<file path="src/rtl/sp_ram_arbiter_pkg.sv">
// Shared types and helpers for the single-port RAM arbiter.
package sp_ram_arb_pkg;

  localparam int STALL_CNT_W = 4;

  // Which port owns the RAM response that arrives in the next cycle.
  typedef enum logic [1:0] {
    OWN_NONE  = 2'd0,
    OWN_INSTR = 2'd1,
    OWN_DATA  = 2'd2
  } owner_e;

  // Saturating increment of the instruction-port starvation counter.
  function automatic logic [STALL_CNT_W-1:0] stall_inc(
    input logic [STALL_CNT_W-1:0] cnt,
    input logic [STALL_CNT_W-1:0] limit
  );
    logic [STALL_CNT_W-1:0] res;
    if (cnt >= limit) begin
      res = limit;
    end else begin
      res = cnt + {{(STALL_CNT_W-1){1'b0}}, 1'b1};
    end
    return res;
  endfunction

endpackage

</file>
<file path="src/rtl/sp_ram_arbiter_if.sv">
// Bus bundle between the core's fetch/data ports, the arbiter and the RAM macro.
// slave = arbiter view, master = environment view (core ports + RAM macro).
interface sp_ram_arbiter_if #(
  parameter int ADDR_WIDTH = 8,
  parameter int DATA_WIDTH = 32
);
  localparam int BE_W = DATA_WIDTH / 8;

  logic                  instr_req_i;
  logic [ADDR_WIDTH-1:0] instr_addr_i;
  logic                  instr_gnt_o;
  logic                  instr_rvalid_o;
  logic [DATA_WIDTH-1:0] instr_rdata_o;

  logic                  data_req_i;
  logic [ADDR_WIDTH-1:0] data_addr_i;
  logic                  data_we_i;
  logic [BE_W-1:0]       data_be_i;
  logic [DATA_WIDTH-1:0] data_wdata_i;
  logic                  data_gnt_o;
  logic                  data_rvalid_o;
  logic [DATA_WIDTH-1:0] data_rdata_o;

  logic                  ram_en_o;
  logic [ADDR_WIDTH-1:0] ram_addr_o;
  logic                  ram_we_o;
  logic [BE_W-1:0]       ram_be_o;
  logic [DATA_WIDTH-1:0] ram_wdata_o;
  logic [DATA_WIDTH-1:0] ram_rdata_i;

  modport slave (
    input  instr_req_i, instr_addr_i,
    output instr_gnt_o, instr_rvalid_o, instr_rdata_o,
    input  data_req_i, data_addr_i, data_we_i, data_be_i, data_wdata_i,
    output data_gnt_o, data_rvalid_o, data_rdata_o,
    output ram_en_o, ram_addr_o, ram_we_o, ram_be_o, ram_wdata_o,
    input  ram_rdata_i
  );

  modport master (
    output instr_req_i, instr_addr_i,
    input  instr_gnt_o, instr_rvalid_o, instr_rdata_o,
    output data_req_i, data_addr_i, data_we_i, data_be_i, data_wdata_i,
    input  data_gnt_o, data_rvalid_o, data_rdata_o,
    input  ram_en_o, ram_addr_o, ram_we_o, ram_be_o, ram_wdata_o,
    output ram_rdata_i
  );

endinterface

</file>
<file path="src/rtl/sp_ram_arbiter_prio.sv">
// Fixed-priority grant (data first) with a starvation counter that forces
// an instruction grant after MAX_STALL consecutive lost cycles.
module sp_ram_arb_prio
  import sp_ram_arb_pkg::*;
#(
  parameter int MAX_STALL = 4
) (
  input  logic clk,
  input  logic rst_i,
  input  logic instr_req_i,
  input  logic data_req_i,
  output logic instr_gnt_o,
  output logic data_gnt_o
);

  localparam logic [STALL_CNT_W-1:0] MAX_CNT = STALL_CNT_W'(MAX_STALL);

  logic [STALL_CNT_W-1:0] stall_cnt_q;
  logic [STALL_CNT_W-1:0] stall_cnt_d;

  // Grant decision from this cycle's requests; nothing is granted in reset.
  always_comb begin
    instr_gnt_o = 1'b0;
    data_gnt_o  = 1'b0;
    if (rst_i) begin
      instr_gnt_o = 1'b0;
      data_gnt_o  = 1'b0;
    end else if (instr_req_i && data_req_i) begin
      if (stall_cnt_q == MAX_CNT) begin
        instr_gnt_o = 1'b1;
      end else begin
        data_gnt_o = 1'b1;
      end
    end else if (instr_req_i) begin
      instr_gnt_o = 1'b1;
    end else if (data_req_i) begin
      data_gnt_o = 1'b1;
    end else begin
      instr_gnt_o = 1'b0;
      data_gnt_o  = 1'b0;
    end
  end

  // Count consecutive cycles the fetch port asked but lost; clear otherwise.
  always_comb begin
    stall_cnt_d = {STALL_CNT_W{1'b0}};
    if (instr_req_i && !instr_gnt_o) begin
      stall_cnt_d = stall_inc(stall_cnt_q, MAX_CNT);
    end else begin
      stall_cnt_d = {STALL_CNT_W{1'b0}};
    end
  end

  // Starvation counter register.
  always_ff @(posedge clk) begin
    if (rst_i) begin
      stall_cnt_q <= {STALL_CNT_W{1'b0}};
    end else begin
      stall_cnt_q <= stall_cnt_d;
    end
  end

endmodule

</file>
<file path="src/rtl/sp_ram_arbiter.sv">
// Shares one single-port SRAM between the fetch port and the load/store
// port, and steers the 1-cycle-latency read response back to its owner.
module sp_ram_arbiter
  import sp_ram_arb_pkg::*;
#(
  parameter int ADDR_WIDTH = 8,
  parameter int DATA_WIDTH = 32,
  parameter int MAX_STALL  = 4
) (
  input logic        clk,
  input logic        rst_i,
  sp_ram_arbiter_if.slave bus
);

  localparam int BE_W = DATA_WIDTH / 8;

  logic   instr_gnt;
  logic   data_gnt;
  owner_e owner_q;
  owner_e owner_d;

  sp_ram_arb_prio #(
    .MAX_STALL (MAX_STALL)
  ) u_prio (
    .clk         (clk),
    .rst_i       (rst_i),
    .instr_req_i (bus.instr_req_i),
    .data_req_i  (bus.data_req_i),
    .instr_gnt_o (instr_gnt),
    .data_gnt_o  (data_gnt)
  );

  assign bus.instr_gnt_o = instr_gnt;
  assign bus.data_gnt_o  = data_gnt;
  assign bus.ram_en_o    = instr_gnt | data_gnt;

  // Response owner for next cycle is whichever port got the RAM now.
  always_comb begin
    owner_d = OWN_NONE;
    if (instr_gnt) begin
      owner_d = OWN_INSTR;
    end else if (data_gnt) begin
      owner_d = OWN_DATA;
    end else begin
      owner_d = OWN_NONE;
    end
  end

  // Owner register; a reset edge drops any response in flight.
  always_ff @(posedge clk) begin
    if (rst_i) begin
      owner_q <= OWN_NONE;
    end else begin
      owner_q <= owner_d;
    end
  end

  // Read data is fanned out unqualified; rvalid says who it belongs to.
  assign bus.instr_rvalid_o = (owner_q == OWN_INSTR);
  assign bus.data_rvalid_o  = (owner_q == OWN_DATA);
  assign bus.instr_rdata_o  = bus.ram_rdata_i;
  assign bus.data_rdata_o   = bus.ram_rdata_i;

  // RAM command mux: fetches are full-word reads, idle drives all zeros.
  always_comb begin
    bus.ram_addr_o  = {ADDR_WIDTH{1'b0}};
    bus.ram_we_o    = 1'b0;
    bus.ram_be_o    = {BE_W{1'b0}};
    bus.ram_wdata_o = {DATA_WIDTH{1'b0}};
    if (instr_gnt) begin
      bus.ram_addr_o = bus.instr_addr_i;
      bus.ram_we_o   = 1'b0;
      bus.ram_be_o   = {BE_W{1'b1}};
    end else if (data_gnt) begin
      bus.ram_addr_o  = bus.data_addr_i;
      bus.ram_we_o    = bus.data_we_i;
      bus.ram_be_o    = bus.data_be_i;
      bus.ram_wdata_o = bus.data_wdata_i;
    end else begin
      bus.ram_we_o = 1'b0;
    end
  end

endmodule
</file>
<file path="src/flat_wrapper.sv">
// flat-port wrapper written by rule: the top's interface ports become plain ports
module sp_ram_arbiter_flat import sp_ram_arb_pkg::*;
#(
  parameter int ADDR_WIDTH = 8,
  parameter int DATA_WIDTH = 32,
  parameter int MAX_STALL  = 4
)
  (clk, rst_i, bus_instr_req_i, bus_instr_addr_i, bus_instr_gnt_o, bus_instr_rvalid_o, bus_instr_rdata_o, bus_data_req_i, bus_data_addr_i, bus_data_we_i, bus_data_be_i, bus_data_wdata_i, bus_data_gnt_o, bus_data_rvalid_o, bus_data_rdata_o, bus_ram_en_o, bus_ram_addr_o, bus_ram_we_o, bus_ram_be_o, bus_ram_wdata_o, bus_ram_rdata_i);
  sp_ram_arbiter_if #(.ADDR_WIDTH(ADDR_WIDTH), .DATA_WIDTH(DATA_WIDTH)) bus_i ();
  input logic clk;
  input logic rst_i;
  input wire logic [$bits(bus_i.instr_req_i)-1:0] bus_instr_req_i;
  input wire logic [$bits(bus_i.instr_addr_i)-1:0] bus_instr_addr_i;
  output wire logic [$bits(bus_i.instr_gnt_o)-1:0] bus_instr_gnt_o;
  output wire logic [$bits(bus_i.instr_rvalid_o)-1:0] bus_instr_rvalid_o;
  output wire logic [$bits(bus_i.instr_rdata_o)-1:0] bus_instr_rdata_o;
  input wire logic [$bits(bus_i.data_req_i)-1:0] bus_data_req_i;
  input wire logic [$bits(bus_i.data_addr_i)-1:0] bus_data_addr_i;
  input wire logic [$bits(bus_i.data_we_i)-1:0] bus_data_we_i;
  input wire logic [$bits(bus_i.data_be_i)-1:0] bus_data_be_i;
  input wire logic [$bits(bus_i.data_wdata_i)-1:0] bus_data_wdata_i;
  output wire logic [$bits(bus_i.data_gnt_o)-1:0] bus_data_gnt_o;
  output wire logic [$bits(bus_i.data_rvalid_o)-1:0] bus_data_rvalid_o;
  output wire logic [$bits(bus_i.data_rdata_o)-1:0] bus_data_rdata_o;
  output wire logic [$bits(bus_i.ram_en_o)-1:0] bus_ram_en_o;
  output wire logic [$bits(bus_i.ram_addr_o)-1:0] bus_ram_addr_o;
  output wire logic [$bits(bus_i.ram_we_o)-1:0] bus_ram_we_o;
  output wire logic [$bits(bus_i.ram_be_o)-1:0] bus_ram_be_o;
  output wire logic [$bits(bus_i.ram_wdata_o)-1:0] bus_ram_wdata_o;
  input wire logic [$bits(bus_i.ram_rdata_i)-1:0] bus_ram_rdata_i;
  assign bus_i.instr_req_i = bus_instr_req_i;
  assign bus_i.instr_addr_i = bus_instr_addr_i;
  assign bus_instr_gnt_o = bus_i.instr_gnt_o;
  assign bus_instr_rvalid_o = bus_i.instr_rvalid_o;
  assign bus_instr_rdata_o = bus_i.instr_rdata_o;
  assign bus_i.data_req_i = bus_data_req_i;
  assign bus_i.data_addr_i = bus_data_addr_i;
  assign bus_i.data_we_i = bus_data_we_i;
  assign bus_i.data_be_i = bus_data_be_i;
  assign bus_i.data_wdata_i = bus_data_wdata_i;
  assign bus_data_gnt_o = bus_i.data_gnt_o;
  assign bus_data_rvalid_o = bus_i.data_rvalid_o;
  assign bus_data_rdata_o = bus_i.data_rdata_o;
  assign bus_ram_en_o = bus_i.ram_en_o;
  assign bus_ram_addr_o = bus_i.ram_addr_o;
  assign bus_ram_we_o = bus_i.ram_we_o;
  assign bus_ram_be_o = bus_i.ram_be_o;
  assign bus_ram_wdata_o = bus_i.ram_wdata_o;
  assign bus_i.ram_rdata_i = bus_ram_rdata_i;
  sp_ram_arbiter #(.ADDR_WIDTH(ADDR_WIDTH), .DATA_WIDTH(DATA_WIDTH), .MAX_STALL(MAX_STALL)) u_core (.clk(clk), .rst_i(rst_i), .bus(bus_i));
endmodule
</file>
<file path="config.mk">
export PLATFORM = sky130hd
export DESIGN_NAME = sp_ram_arbiter_flat
export DESIGN_NICKNAME = d
export VERILOG_FILES = /design/src/rtl/sp_ram_arbiter_pkg.sv /design/src/rtl/sp_ram_arbiter_if.sv /design/src/rtl/sp_ram_arbiter_prio.sv /design/src/rtl/sp_ram_arbiter.sv /design/src/flat_wrapper.sv
export SDC_FILE = /design/constraint.sdc
export NUM_CORES = 1
export LEC_CHECK = 0
export ABC_CLOCK_PERIOD_IN_PS = 3500
export CAP_MARGIN = 10
export CORE_AREA = 2 2 78 80
export CTS_CLUSTER_DIAMETER = 40
export DETAILED_ROUTE_END_ITERATION = 12
export DIE_AREA = 0 0 80 82
export PLACE_DENSITY = 0.81
export SYNTH_ARGS = -nofsm -noshare
export SYNTH_HDL_FRONTEND = slang
export SYNTH_SLANG_ARGS = --single-unit
</file>
<file path="constraint.sdc">
create_clock -name clk -period 3.5 [get_ports clk]
set_input_delay 0.35 -clock clk [delete_from_list [all_inputs] [get_ports clk]]
set_output_delay 0.35 -clock clk [all_outputs]
set_load 0.05 [all_outputs]
</file>
[Word-level counts from Yosys, hierarchy flattened]
Cells that the tools add are included.
Storage, ports and cells
  flip-flop bits (word level): 6
  input port bits: 89
  output and inout bits: 114
  logic and storage cells: 37
Operators by class
  add/subtract/negate cells: 1
  $lt $le $gt $ge: 1
  equality and inequality tests: 3
  muxes and demuxes: 20
  bitwise operators: 2
  reduce and logical (&&, ||, !) cells: 6
Operators by type and width (count)
  32-bit two-way mux: 2
  8-bit two-way mux: 2
  1-bit two-way mux: 12
  4-bit two-way mux: 2
  4-bit by 1-bit adder with 4-bit output (second input constant): 1
  4-bit by 3-bit == test with 1-bit output (second input constant): 1
  4-bit by 3-bit >= comparator with 1-bit output (second input constant): 1
  2-bit OR reduction: 2
  3-bit two-way mux: 1
  3-bit OR reduction: 1
  2-bit by 1-bit == test with 1-bit output (second input constant): 1
  2-bit == test (second input constant): 1
  1-bit logical AND: 2
  2-bit two-way mux: 1
  1-bit logical NOT: 1
  1-bit NOT: 1
  1-bit bitwise OR: 1

[Depth between registers and ports, before layout]
Gate-level depths: netlist of run 1.
  depth after elaboration: 8
  mapped depth: 6
  gate-level depth less buffers: 5

[By module]
From an unflattened synthesis of run 1, not the netlist that was laid out.
Unflattened totals
  cell total of the unflattened synthesis: 143
  area, all modules: 1137.3 um^2
By module, submodules not included
  sp_ram_arbiter: times used 1, cells each 122, area each 923.4 um^2
  sp_ram_arb_prio: times used 1, cells each 21, area each 214.0 um^2

[Worst setup path after synthesis of run 1]
Ideal clock, no wire load.
  path type: register -> output
  from: reg u_core.u_prio.stall_cnt_q[0]
  to: out bus_ram_wdata_o[22]
  arrival: 1.614 ns
  data required time: 3.150 ns
  setup slack: 1.536 ns
  cell stages (with the launch flop): 6
  path through: dfxtp_1 > inv_1 > ha_1 > a41oi_4 > buf_6 > and2_1
On the way
  longest elaborated chain between the ends: 6
  elaborated cells between the ends (all ways): 9
Ends and longest elaborated chain
  from (decl): RTL line sp_ram_arbiter_prio.sv:18  | logic [STALL_CNT_W-1:0] stall_cnt_q;
  from (signal assigned): RTL line sp_ram_arbiter_prio.sv:57  | stall_cnt_q <= {STALL_CNT_W{1'b0}};
  from (signal assigned): RTL line sp_ram_arbiter_prio.sv:59  | stall_cnt_q <= stall_cnt_d;
  4-bit by 3-bit == test with 1-bit output: RTL line sp_ram_arbiter_prio.sv:29  | if (stall_cnt_q == MAX_CNT) begin
  1-bit two-way mux: RTL line sp_ram_arbiter_prio.sv:29
  1-bit two-way mux: RTL line sp_ram_arbiter_prio.sv:28  | end else if (instr_req_i && data_req_i) begin
  1-bit two-way mux: RTL line sp_ram_arbiter_prio.sv:25  | if (rst_i) begin
  net bus_data_gnt_o: RTL line flat_wrapper.sv:22  | output wire logic [$bits(bus_i.data_gnt_o)-1:0] bus_data_gnt_o;
  32-bit two-way mux: RTL line sp_ram_arbiter.sv:74  | end else if (data_gnt) begin
  32-bit two-way mux: RTL line sp_ram_arbiter.sv:70  | if (instr_gnt) begin
  to (decl): RTL line flat_wrapper.sv:29  | output wire logic [$bits(bus_i.ram_wdata_o)-1:0] bus_ram_wdata_o;
The timed path passes the listed nets, and every way through them passes these cells.

[Worst setup path after layout of run 1]
  from: in bus_data_req_i
  to: out bus_ram_wdata_o[16]
On the way
  longest elaborated chain between the ends: 6
  elaborated cells between the ends (all ways): 9
Ends and longest elaborated chain
  from (decl): RTL line flat_wrapper.sv:17  | input wire logic [$bits(bus_i.data_req_i)-1:0] bus_data_req_i;
  1-bit two-way mux: RTL line sp_ram_arbiter_prio.sv:36  | end else if (data_req_i) begin
  1-bit two-way mux: RTL line sp_ram_arbiter_prio.sv:34  | end else if (instr_req_i) begin
  1-bit two-way mux: RTL line sp_ram_arbiter_prio.sv:28
  1-bit two-way mux: RTL line sp_ram_arbiter_prio.sv:25
  32-bit two-way mux: RTL line sp_ram_arbiter.sv:74
  32-bit two-way mux *: RTL line sp_ram_arbiter.sv:70
Every way passes the cells marked *; elsewhere a longest branch is shown, timed or not.

==> results.py, run 1 <==
metrics = {
    "outcome": {
        "status": "finished, final reports clean",
    },
    "yosys": {
        "synthCells": 143,
        "syn-cell-area_sq_um": 1141,
        "ys_ff_latch": 6,
        "ys_warn_count": 0,
        "avgSynthCellArea_sq_um": 7.980,
        "ys_seq_area_share_pct": 10.53,
        "synth_nets": 234,
        "synth.distinct_cells": 23,
    },
    "setup_path": {
        "critPathSlowestCell": "clkdlybuf4s50_1",
        "reg2reg_to": "u_core.u_prio.stall_cnt_q[2]",
        "slowest_delay_ns": 0.81,
        "r2r_cells": 5,
        "start_kind": "input port",
        "worstSetupEndpointType": "output port",
        "worstPathRequired_ns": 3.15,
        "critPathMaxFanout": 42,
        "worstPathArrival_ns": 2.56,
        "path_delay_family": "buffers and inverters",
        "crit_top_cell": "clkdlybuf4s50_1",
        "path_cells": "clkdlybuf4s50_1 -> nand2b_2 -> a41oi_4 -> buf_4 -> and2_1 -> clkdlybuf4s50_1",
        "r2r_setup_slack_ns": 2.44,
        "crit_cells": 6,
        "path_class": "in2out",
        "cp_num_buf_inv": 3,
        "r2r-start": "u_core.u_prio.stall_cnt_q[0]",
    },
    "hold_path": {
        "hold_start": "u_core.u_prio.stall_cnt_q[0]",
        "holdPathEnd": "u_core.u_prio.stall_cnt_q[0]",
        "min_path_type": "reg2reg",
        "min_path_cells": 1,
    },
    "route": {
        "drt-initial-drc-count": 7,
        "vias": 961,
        "vias_per_cell": 3.710,
        "wl_per_cell_um": 13.34,
        "route.detailed.drc": 0,
        "first_pass_iters": 3,
        "routed_wl_mm": 3.456,
        "ant_nets": 0,
    },
    "floorplanning": {
        "die_w_um": 80,
        "start_util_pct": 19.86,
        "core_sq_um": 5746,
        "io_pins": 203,
        "die_h_um": 82,
        "dieArea_sq_um": 6560,
        "rows": 28,
    },
    "placed_design": {
        "place_ws_ns": 0.5719,
        "hpwlAfterDp_mm": 2.794,
        "gp_congestion": 0.7323,
        "port_buffers": 106,
    },
    "finish": {
        "area_growth_syn_to_layout_pct": 54.71,
        "final_nets": 277,
        "fillers": 633,
        "n_antenna_cell": 0,
        "drive_gt1_share_pct": 15.76,
        "fin_util_pct": 30.73,
    },
    "sta": {
        "timing.final.ws_setup_ns": 0.5923,
        "tns_ns": 0,
        "period_share_pct": 83.08,
        "skew_ns": 0.0007403,
        "rsz0062_at_grt": "no",
        "maxSlewHeadroom_pct": 62.24,
        "finalSetupViolations": 0,
        "final_max_slew_viol_count": 0,
        "hold_viol": 0,
        "tightest_slew_ns": 0.5664,
        "min_period_ns": 2.908,
        "fmax_mhz": 343.9,
    },
    "clock_network": {
        "clk_pin_slew_worst_paths_ns": 0.03,
        "post_cts_resized": 0,
        "clkLatencyLatePin_ns": 0.22,
        "cts_tree": "done",
        "ctsHtreeMaxLevel": 1,
        "post_cts_buffers": 0,
        "cts_max_path_buffers": 2,
        "cts_buffers": 3,
        "root_buffer": "clkbuf_8",
        "clock-sinks": 6,
        "postCtsHoldBufs": 0,
    },
    "global_routing": {
        "grt_usage_pct": 8.984,
        "grt_max_degree": 43,
        "antenna_found_initial": 0,
        "grt_first_pass_wirelength_mm": 4.602,
        "grt-ovfl-total": 0,
        "grt_pass1_vias": 960,
    },
    "power": {
        "total_power_uw": 430.0,
        "vdd_drop_max_mv": 0.2753,
        "power.leakage_uw": 0.0007152,
        "powerDensity_nw_per_um2": 243.6,
    },
    "run": {
        "maxCapViolations": 0,
    },
}
-- layout by cell type (no fill, tap or decap), types with 2 or more instances in the layout --
master           instances
a21o_2                   4
a21oi_1                  2
a22o_1                   8
and2_1                  33
buf_4                   18
clkbuf_8                 3
clkdlybuf4s50_1         89
dfxtp_1                  6
ha_1                     2
inv_1                    3
nor2_1                   2
nor2b_1                  2
-- where the power goes --
part | internal [uW] | total, uW | switching (uW)
Sequential | 71.3 | 73.3 | 2.03
Clock | 73.8 | 103 | 28.8
Combinational | 114 | 254 | 140
Total | 260 | 430 | 171
-- flip-flops by register name, summed over array words and instances, names as in the netlist --
register and flops:
u_core.u_prio.stall_cnt_q 4, u_core.owner_q 2
-- how the worst max path moves through the flow --
stage / startpoint / to / slack (ns)
floorplan: u_core.u_prio.stall_cnt_q[0] / bus_ram_wdata_o[22] / 1.54
global placement: bus_data_req_i / bus_ram_wdata_o[17] / 0.64
detailed placement: bus_data_req_i / bus_ram_wdata_o[16] / 0.57
CTS: bus_data_req_i / bus_ram_wdata_o[16] / 0.56
global route: bus_data_req_i / bus_ram_wdata_o[16] / 0.49
finish: bus_data_req_i / bus_ram_wdata_o[16] / 0.59
-- metal layers --
layer / GRT usage, % / vias to the layer above / wire length (um)
li1: - / 475 / -
met1: 10.25 / 417 / 1296
met2: 14.33 / 48 / 1657
met3: 2.637 / 21 / 365
met4: 6.441 / 0 / 136
met5: 0 / - / 0
-- synth_stat cells, drive strengths merged --
cell | instances | area share [%]
a21o | 4 | 3.1
a21oi | 3 | 1.6
a22o | 8 | 6.1
a41oi | 2 | 3.2
and2 | 33 | 18
buf | 69 | 47
conb | 1 | 0.33
dfxtp | 6 | 11
ha | 2 | 2.2
inv | 3 | 0.99
nand2 | 1 | 0.33
nand2b | 2 | 1.3
nand3b | 2 | 1.6
nor2 | 2 | 0.66
nor2b | 2 | 1.1
nor4 | 1 | 0.55
nor4b | 1 | 0.77
o21ai | 1 | 0.44
-- area by class of cell --
cell class,instances,area (sq um),share of cell area (%)
Inverter,3,11.26,0.6378
Sequential cell,6,120.1,6.804
Tap cell,75,93.84,5.315
Timing Repair Buffer,107,1026,58.11
Clock buffer,3,41.29,2.339
Multi-Input combinational cell,65,473.0,26.79
-- metrics by stage --
stage                     area, sq um  cells  hold WS [ns]
after floorplan                  1141    143        0.4277
after global placement           1724    256        0.4426
after detailed placement         1724    256        0.4524
after global routing             1765    259        0.5030
after CTS                        1765    259        0.4572
final                            1765    259        0.4539
-- cell families after synthesis --
kind of cell             count (synthesis)  synth area share (%)
buffers and inverters                   72                 48.03
AND/OR/NAND/NOR                         44                 24.45
AO/OA/AOI/OAI                           18                 14.47
flip-flops                               6                 10.53
adder cells (fa/ha/maj)                  2                 2.193
other                                    1                0.3286
-- worst reg2reg max path, cell delays in order (launching register included) --
cell and delay [ns]:
dfxtp_1 0.34, inv_1 0.05, ha_1 0.28, nand2_1 0.09
o21ai_0 0.07, a21oi_1 0.15
(Power assumes the default switching activity.)
==> inputs of run 2 (changes only) <==
--- a/config.mk
+++ b/config.mk
@@ -5,13 +5,13 @@
 export SDC_FILE = /design/constraint.sdc
 export NUM_CORES = 1
 export LEC_CHECK = 0
-export ABC_CLOCK_PERIOD_IN_PS = 3500
+export ABC_CLOCK_PERIOD_IN_PS = 2400
 export CAP_MARGIN = 10
-export CORE_AREA = 2 2 78 80
+export CORE_AREA = 2 2 81 83
 export CTS_CLUSTER_DIAMETER = 40
 export DETAILED_ROUTE_END_ITERATION = 12
-export DIE_AREA = 0 0 80 82
-export PLACE_DENSITY = 0.81
+export DIE_AREA = 0 0 83 85
+export PLACE_DENSITY = 0.79
 export SYNTH_ARGS = -nofsm -noshare
 export SYNTH_HDL_FRONTEND = slang
 export SYNTH_SLANG_ARGS = --single-unit
==> constraint.sdc (replaced) <==
create_clock -name clk -period 2.4 [get_ports clk]
set_input_delay 0.24 -clock clk [delete_from_list [all_inputs] [get_ports clk]]
set_output_delay 0.24 -clock clk [all_outputs]
set_load 0.05 [all_outputs]
==> results.py, run 2 (synthesis results as in run 1) <==
metrics = {
    "route": {
        "routed_wl_mm": 3.360,
        "wl_per_cell_um": 12.82,
        "first_pass_iters": 2,
        "route.detailed.drc": 0,
        "ant_nets": 0,
        "vias_per_cell": 3.889,
        "drt-initial-drc-count": 18,
        "vias": 1019,
    },
    "finish": {
        "n_antenna_cell": 0,
        "drive_gt1_share_pct": 32.97,
        "reg_top3": "u_core.u_prio.stall_cnt_q: 4 flops, u_core.owner_q: 2 flops",
        "final_nets": 278,
        "area_growth_syn_to_layout_pct": 101.4,
        "layout_commonest_cell": "clkdlybuf4s50_1",
        "largest_reg_flops": 4,
        "fillers": 609,
        "fin_util_pct": 37.04,
        "fin_cells": 262,
        "final_cell_mix": "clkdlybuf4s50_1 (58), buf_12 (48), and2_1 (33)",
        "regMostFlops": "u_core.u_prio.stall_cnt_q",
    },
    "hold_path": {
        "min_path_type": "in2out",
        "min_path_cells": 0,
    },
    "power": {
        "power.switching_uw": 269.2,
        "total_power_uw": 735.2,
        "p_seq_share_pct": 14.6,
        "p_comb_share_pct": 65.0,
        "p_int_uw": 466.0,
        "powerDensity_nw_per_um2": 319.9,
        "vdd_drop_max_mv": 0.2778,
        "power.leakage_uw": 0.0009293,
        "swShare_pct": 36.62,
        "clock_power_share_pct": 20.4,
    },
    "sta": {
        "skew_ns": 0.001456,
        "finalSetupViolations": 0,
        "tightest_slew_ns": 0.5012,
        "maxSlewHeadroom_pct": 66.48,
        "tns_ns": 0,
        "final_max_slew_viol_count": 0,
        "hold_viol": 0,
        "period_share_pct": 83.70,
        "rsz0062_at_grt": "no",
        "min_period_ns": 2.009,
        "holdWs_ns": 0.4800,
        "fmax_mhz": 497.8,
    },
    "placed_design": {
        "port_buffers": 106,
        "place_inst": 259,
        "gp_congestion": 0.6342,
        "hpwlAfterDp_mm": 2.927,
    },
    "setup_path": {
        "critPathLaunch": "u_core.u_prio.stall_cnt_q[0]",
        "endpoint": "bus_ram_addr_o[4]",
        "worstSetupEndpointType": "output port",
        "worstPathArrival_ns": 1.77,
        "r2r-start": "u_core.u_prio.stall_cnt_q[0]",
        "r2r_cells": 5,
        "r2r_setup_slack_ns": 1.33,
        "start_kind": "register",
        "reg2reg_to": "u_core.u_prio.stall_cnt_q[2]",
        "critPathMaxFanout": 42,
        "worstPathRequired_ns": 2.16,
        "path_class": "reg2out",
    },
    "floorplanning": {
        "die_w_um": 83,
        "io_pins": 203,
        "start_util_pct": 18.39,
        "rows": 29,
        "die_h_um": 85,
        "dieArea_sq_um": 7055,
        "core_sq_um": 6205,
    },
    "outcome": {
        "status": "finished, final reports clean",
    },
    "clock_network": {
        "ctsHtreeMaxLevel": 1,
        "cts_max_path_buffers": 2,
        "postCtsHoldBufs": 0,
        "clkLatencyLatePin_ns": 0.22,
        "cts_buffers": 3,
        "clk_pin_slew_worst_paths_ns": 0.04,
        "cts_tree": "done",
        "post_cts_buffers": 0,
        "root_buffer": "clkbuf_8",
        "post_cts_resized": 0,
        "clock-sinks": 6,
    },
    "global_routing": {
        "grt_pass1_vias": 1104,
        "grt_max_degree": 43,
        "antenna_found_initial": 0,
        "grt_usage_pct": 9.115,
        "grt_first_pass_wirelength_mm": 5.354,
        "grt-ovfl-total": 0,
    },
    "run": {
        "maxCapViolations": 0,
    },
}
run 2: changes by cell type in the layout (fill, tap and decap cells not counted), sizes merged:
cell / previous run / this run
clkdlybuf4s50: 89 / 58
buf: 18 / 50
run 2: worst min path at each step:
stage                                            start                      endpoint
after global routing               bus_ram_rdata_i[22]          bus_data_rdata_o[22]
after global placement    u_core.u_prio.stall_cnt_q[0]  u_core.u_prio.stall_cnt_q[0]
final                              bus_ram_rdata_i[10]          bus_data_rdata_o[10]
after detailed placement  u_core.u_prio.stall_cnt_q[3]  u_core.u_prio.stall_cnt_q[1]
after floorplan                         bus_data_req_i             u_core.owner_q[0]
after CTS                          bus_ram_rdata_i[24]          bus_data_rdata_o[24]
run 2: per-stage QoR:
| step | cell area [sq um] | setup slack (ns) |
|---|---|---|
| 6_report | 2298 | 0.3912 |
| 5_1_grt | 2298 | 0.2754 |
| 4_1_cts | 2298 | 0.3661 |
| 3_5_place_dp | 2257 | 0.4127 |
| 3_3_place_gp | 2257 | 0.4467 |
| 2_1_floorplan | 1141 | 0.5464 |
run 2: layer usage:
metal / global-route usage (%) / routed length (um) / up-vias
li1: - / - / 477
met1: 10.42 / 1203 / 441
met2: 15.91 / 1696 / 73
met3: 2.918 / 358 / 28
met4: 3.428 / 101 / 0
met5: 0 / 0 / -
run 2: critical path, stage by stage, from the launching register on:
cell     delay (ns)
dfxtp_1        0.36
inv_1          0.06
ha_1           0.27
a41oi_4        0.26
buf_12         0.21
a22o_1         0.22
buf_12         0.15
run 2: power by group through the flow:
stage                     logic (uW)  registers [uW]  clock network (uW)
after CTS                        483             107                 156
after floorplan                  492             108                   0
after global placement           479             108                   0
after global routing             496             107                 161
final                            478             107                 150
after detailed placement         482             109                   0
run 2: cell type report:
cell class                 count  area (sq um)  share of cell area [%]
clock buffer                   3         41.29                   1.796
inverter                       3         11.26                  0.4899
multi-input combinational     65         473.0                   20.58
sequential                     6         120.1                   5.226
tap                           77         96.34                   4.192
timing repair buffer         108          1556                   67.72
